### src/rtl/pd_rx_fifo.sv
// First-word-fall-through receive FIFO for packet-data beats with byte masks.
// Link-down flushes all control state; overflow is a sticky dropped-beat flag.
module pd_rx_fifo #(
  parameter int DEPTH  = 8,
  parameter int DATA_W = 512
) (
  input  logic                         pclk,
  input  logic                         reset,
  input  logic                         linkup,
  input  logic                         wr_en,
  input  logic [DATA_W-1:0]            wr_data,
  input  logic [DATA_W/8-1:0]          wr_mask,
  input  logic                         rd_ready,
  output logic                         rd_valid,
  output logic [DATA_W-1:0]            rd_data,
  output logic [DATA_W/8-1:0]          rd_mask,
  output logic [6:0]                   rd_bytes,
  output logic [$clog2(DEPTH):0]       level,
  output logic                         full,
  output logic                         empty,
  output logic                         overflow
);

  localparam int AW = $clog2(DEPTH);
  localparam int LW = AW + 1;
  localparam int MW = DATA_W / 8;

  function automatic logic [6:0] popcnt(input logic [MW-1:0] m);
    logic [6:0] cnt;
    cnt = '0;
    for (int i = 0; i < MW; i++) begin
      cnt = cnt + 7'(m[i]);
    end
    return cnt;
  endfunction

  logic [DATA_W-1:0] data_mem  [DEPTH];
  logic [MW-1:0]     mask_mem  [DEPTH];
  logic [6:0]        bytes_mem [DEPTH];

  logic [AW-1:0] wr_ptr_q, wr_ptr_d;
  logic [AW-1:0] rd_ptr_q, rd_ptr_d;
  logic [LW-1:0] level_q, level_d;
  logic          full_q, full_d;
  logic          empty_q, empty_d;
  logic          overflow_q, overflow_d;

  logic          pop;
  logic          push_req;
  logic          push;
  logic          drop;
  logic [6:0]    wr_bytes;

  assign pop      = linkup && !empty_q && rd_ready;
  assign push_req = linkup && wr_en && (wr_mask != '0);
  assign push     = push_req && (!full_q || pop);
  assign drop     = push_req && full_q && !pop;
  // Byte count is computed on the way in so the read side is a plain lookup.
  assign wr_bytes = popcnt(wr_mask);

  always_comb begin
    wr_ptr_d   = wr_ptr_q;
    rd_ptr_d   = rd_ptr_q;
    level_d    = level_q;
    overflow_d = overflow_q;
    if (push) begin
      wr_ptr_d = wr_ptr_q + AW'(1);
    end
    if (pop) begin
      rd_ptr_d = rd_ptr_q + AW'(1);
    end
    case ({push, pop})
      2'b10:   level_d = level_q + LW'(1);
      2'b01:   level_d = level_q - LW'(1);
      default: level_d = level_q;
    endcase
    if (drop) begin
      overflow_d = 1'b1;
    end
    full_d  = (level_d == LW'(DEPTH));
    empty_d = (level_d == '0);
  end

  always_ff @(posedge pclk or posedge reset) begin
    if (reset) begin
      wr_ptr_q   <= '0;
      rd_ptr_q   <= '0;
      level_q    <= '0;
      full_q     <= 1'b0;
      empty_q    <= 1'b1;
      overflow_q <= 1'b0;
    end else if (!linkup) begin
      wr_ptr_q   <= '0;
      rd_ptr_q   <= '0;
      level_q    <= '0;
      full_q     <= 1'b0;
      empty_q    <= 1'b1;
      overflow_q <= 1'b0;
    end else begin
      wr_ptr_q   <= wr_ptr_d;
      rd_ptr_q   <= rd_ptr_d;
      level_q    <= level_d;
      full_q     <= full_d;
      empty_q    <= empty_d;
      overflow_q <= overflow_d;
    end
  end

  // Storage carries no reset; validity is tracked purely by the pointers.
  always_ff @(posedge pclk) begin
    if (push) begin
      data_mem[wr_ptr_q]  <= wr_data;
      mask_mem[wr_ptr_q]  <= wr_mask;
      bytes_mem[wr_ptr_q] <= wr_bytes;
    end
  end

  assign rd_valid = !empty_q;
  assign rd_data  = data_mem[rd_ptr_q];
  assign rd_mask  = empty_q ? '0 : mask_mem[rd_ptr_q];
  assign rd_bytes = empty_q ? 7'd0 : bytes_mem[rd_ptr_q];
  assign level    = level_q;
  assign full     = full_q;
  assign empty    = empty_q;
  assign overflow = overflow_q;

endmodule

### config.mk
export PLATFORM = sky130hd
export DESIGN_NAME = pd_rx_fifo
export DESIGN_NICKNAME = d
export VERILOG_FILES = /design/src/rtl/pd_rx_fifo.sv
export SDC_FILE = /design/constraint.sdc
export NUM_CORES = 2
export LEC_CHECK = 0
export CORE_MARGIN = 2
export CORE_UTILIZATION = 35
export CTS_CLUSTER_DIAMETER = 60
export DETAILED_ROUTE_END_ITERATION = 8
export HOLD_SLACK_MARGIN = 0.08
export REMOVE_ABC_BUFFERS = 1
export SKIP_CTS_REPAIR_TIMING = 1
export SLEW_MARGIN = 20
export SYNTH_ARGS = -nofsm -noshare
export SYNTH_HDL_FRONTEND = slang
export SYNTH_MEMORY_MAX_BITS = 65536
export SYNTH_SLANG_ARGS = --single-unit
### constraint.sdc
create_clock -name pclk -period 85.3 [get_ports pclk]
set_input_delay 17.06 -clock pclk [delete_from_list [all_inputs] [get_ports pclk]]
set_output_delay 17.06 -clock pclk [all_outputs]
set_load 0.05 [all_outputs]
==> results.tsv <==
metric	value	unit
final hold vios	0	
Worst Path Max Fanout	108	
Distinct cells, synth	42	
Syn. warnings	0	
Final Max Tran Viols	0	
RSZ-0062 raised after global routing	false	
Critical Path Source Type	register	
post-synthesis cell area	178000	um2
Pwr Density	25.7	nW/um2
row count	261	
drt first pass iters	5	
Antenna Nets Post-Route	0	
die width	716	um
Fin Clk Skew	0.0711	ns
dpl cells	14791	
outcome	finished, final reports clean	
first-pass GRT wire length	614	mm
Initial Util	35.1	%
worst setup path class	reg -> out	
number of synthesized flops with an enable pin	4664	
Crit. End Element	primary output	
maximum clock rate	41.7	MHz
CTS Sinks	4677	
Slew @ Worst Pin	1.26	ns
detailed-route wire length per cell	27.6	um
Num CTS Buffers	485	
maximum VDD drop	0.000104	V
setup TNS	0	ns
CTS tree	done	
number of global-route vias before repair	82698	
WL final	436	mm
Setup-failing EPs final	0	
fin nets	9232	
CTS H-Tree Depth	5	
initial antenna violation count	153	
Tot Pwr	5460	uW
fin util	42.1	%
Most used DFF post-synth	edfxtp_1	
detailed-route via count	80155	
IO Port Bufs	1171	
RePlAce Congestion	0.759	
commonest non-fill, non-tap cell in the layout	edfxtp_1	
Period Utilization, post-route	28.1	%
die area	513000	um2
CP required	68.24	ns
GR Overflow Total	0	
area of the core	505000	um2
all-layer global routing usage	16.5	%
Final Instance Count excl. Fillers	15769	
Syn Inst Count	7098	
relative slew slack	15.9	%
flops & latches, synth	4677	
ys async rst share	0.278	%
crit path DAT	6.90	ns
DRT iter0 DRCs	7409	
Post-Place Cell Area	197000	um2
HP Class	reg -> reg	
Final Instance Area	213000	um2
area growth from synthesis to layout	19.8	%
proportion of layout cells with a drive suffix above 1	28.0	%
Via-to-Cell Ratio	5.08	
most frequent cells in the layout	edfxtp_1, clkdlybuf4s50_1, mux4_2	
Die Height	716	um
number of I/O pins	1172	
DP Wirelength	259	mm
crit path time final	23.96	ns
number of remaining DRC errors	0	
sequential share of the synthesized area	79.1	%
Post-Syn Area per Cell	25.0	um2
Max clock buf depth	4	
largest net degree at the start of global routing	146	
Leakage Power	0.0645	uW
Clock Latency Late Sink	0.99	ns
root buf cell	clkbuf_16	
Max-cap violations	0	
CTS clk-pin slew, worst paths	0.06	ns
==> critical path, stage by stage, from the launching register on <==
cell	delay, ns
dfrtp_4	0.95
buf_4	0.76
buf_4	0.73
buf_4	0.44
buf_16	0.32
buf_12	0.68
mux4_2	0.60
mux2_2	0.28
clkdlybuf4s50_1	0.73
==> flip-flops by register name (all words and copies together), names as in the netlist <==
signal and cells:
bytes_mem 56, level 4, wr_ptr_q 3, rd_ptr_q 3, data_mem 4096, mask_mem 512, full 1, empty 1
overflow 1
==> worst paths after layout <==
| check | startpoint | slack, ns | to | cells past startpoint |
|---|---|---|---|---|
| setup / recovery | rd_ptr_q[0]$_DFFE_PP0P_ | 61.34 | rd_data[194] | 8 |
| hold / removal | overflow$_DFFE_PP0P_ | 0.54 | overflow$_DFFE_PP0P_ | 1 |
| setup reg to reg | empty$_DFF_PP1_ | 78.50 | data_mem[1][68]$_DFFE_PP_ | 10 |
| hold reg to reg | overflow$_DFFE_PP0P_ | 0.54 | overflow$_DFFE_PP0P_ | 1 |
| max in group asynchronous | reset | 68.50 | rd_ptr_q[0]$_DFFE_PP0P_ | 2 |
| min in group asynchronous | reset | 16.40 | wr_ptr_q[1]$_DFFE_PP0P_ | 2 |
==> cells by family after synthesis <==
kind of cell,count (synthesis),share of synthesized area [%]
multiplexers,1752,18.5
AND/OR/NAND/NOR,134,0.371
flip-flops,4677,79.1
adder cells (fa/ha/maj),76,0.768
buffers and inverters,433,1.24
AO/OA/AOI/OAI,18,0.0634
XOR/XNOR,8,0.0395
==> cells in the mapped netlist, types with 5 or more instances <==
cell | number | share of area, %
and2_1 | 6 | 0.021
and3_1 | 5 | 0.018
buf_1 | 29 | 0.061
buf_2 | 98 | 0.28
buf_4 | 8 | 0.034
buf_6 | 57 | 0.36
clkbuf_1 | 145 | 0.31
dfrtp_1 | 12 | 0.17
edfxtp_1 | 4664 | 79
fa_1 | 55 | 0.62
ha_1 | 21 | 0.15
inv_1 | 96 | 0.20
mux2_2 | 512 | 3.2
mux2i_1 | 74 | 0.42
mux4_2 | 1166 | 15
nand2_1 | 9 | 0.019
nor2_1 | 74 | 0.16
nor3b_1 | 5 | 0.021
nor4_1 | 15 | 0.053
o21ai_0 | 5 | 0.014
xnor2_1 | 5 | 0.025
==> per-layer routing <==
metal	track usage [%]	up-vias	wire length [um]
met3	3.98	762	31400
met2	27.4	2531	215000
li1	-	33472	-
met5	0	-	362
met1	21.1	43334	172000
met4	6.02	56	16400
==> stage by stage <==
stage	worst slack, ns	hold slack [ns]
2_1_floorplan	5.34	0.583
5_1_grt	60.68	0.526
3_3_place_gp	61.04	0.482
6_report	61.34	0.538
3_5_place_dp	60.98	0.503
4_1_cts	60.69	0.515
==> area by class of cell <==
cell class | instances | area [um2]
Antenna cell | 80 | 200
Tap cell | 6706 | 8390
Multi-Input combinational cell | 1988 | 35000
Fill cell | 42998 | 293000
Inverter | 96 | 360
Sequential cell | 4677 | 140000
Clock buffer | 604 | 12700
Timing Repair Buffer | 1327 | 13100
Clock inverter | 291 | 2420
==> power by group <==
part	switching (uW)	total, uW	internal (uW)
logic	473	753	280
clock network	873	2010	1130
registers	9.85	2700	2690
(Power assumes the default switching activity.)
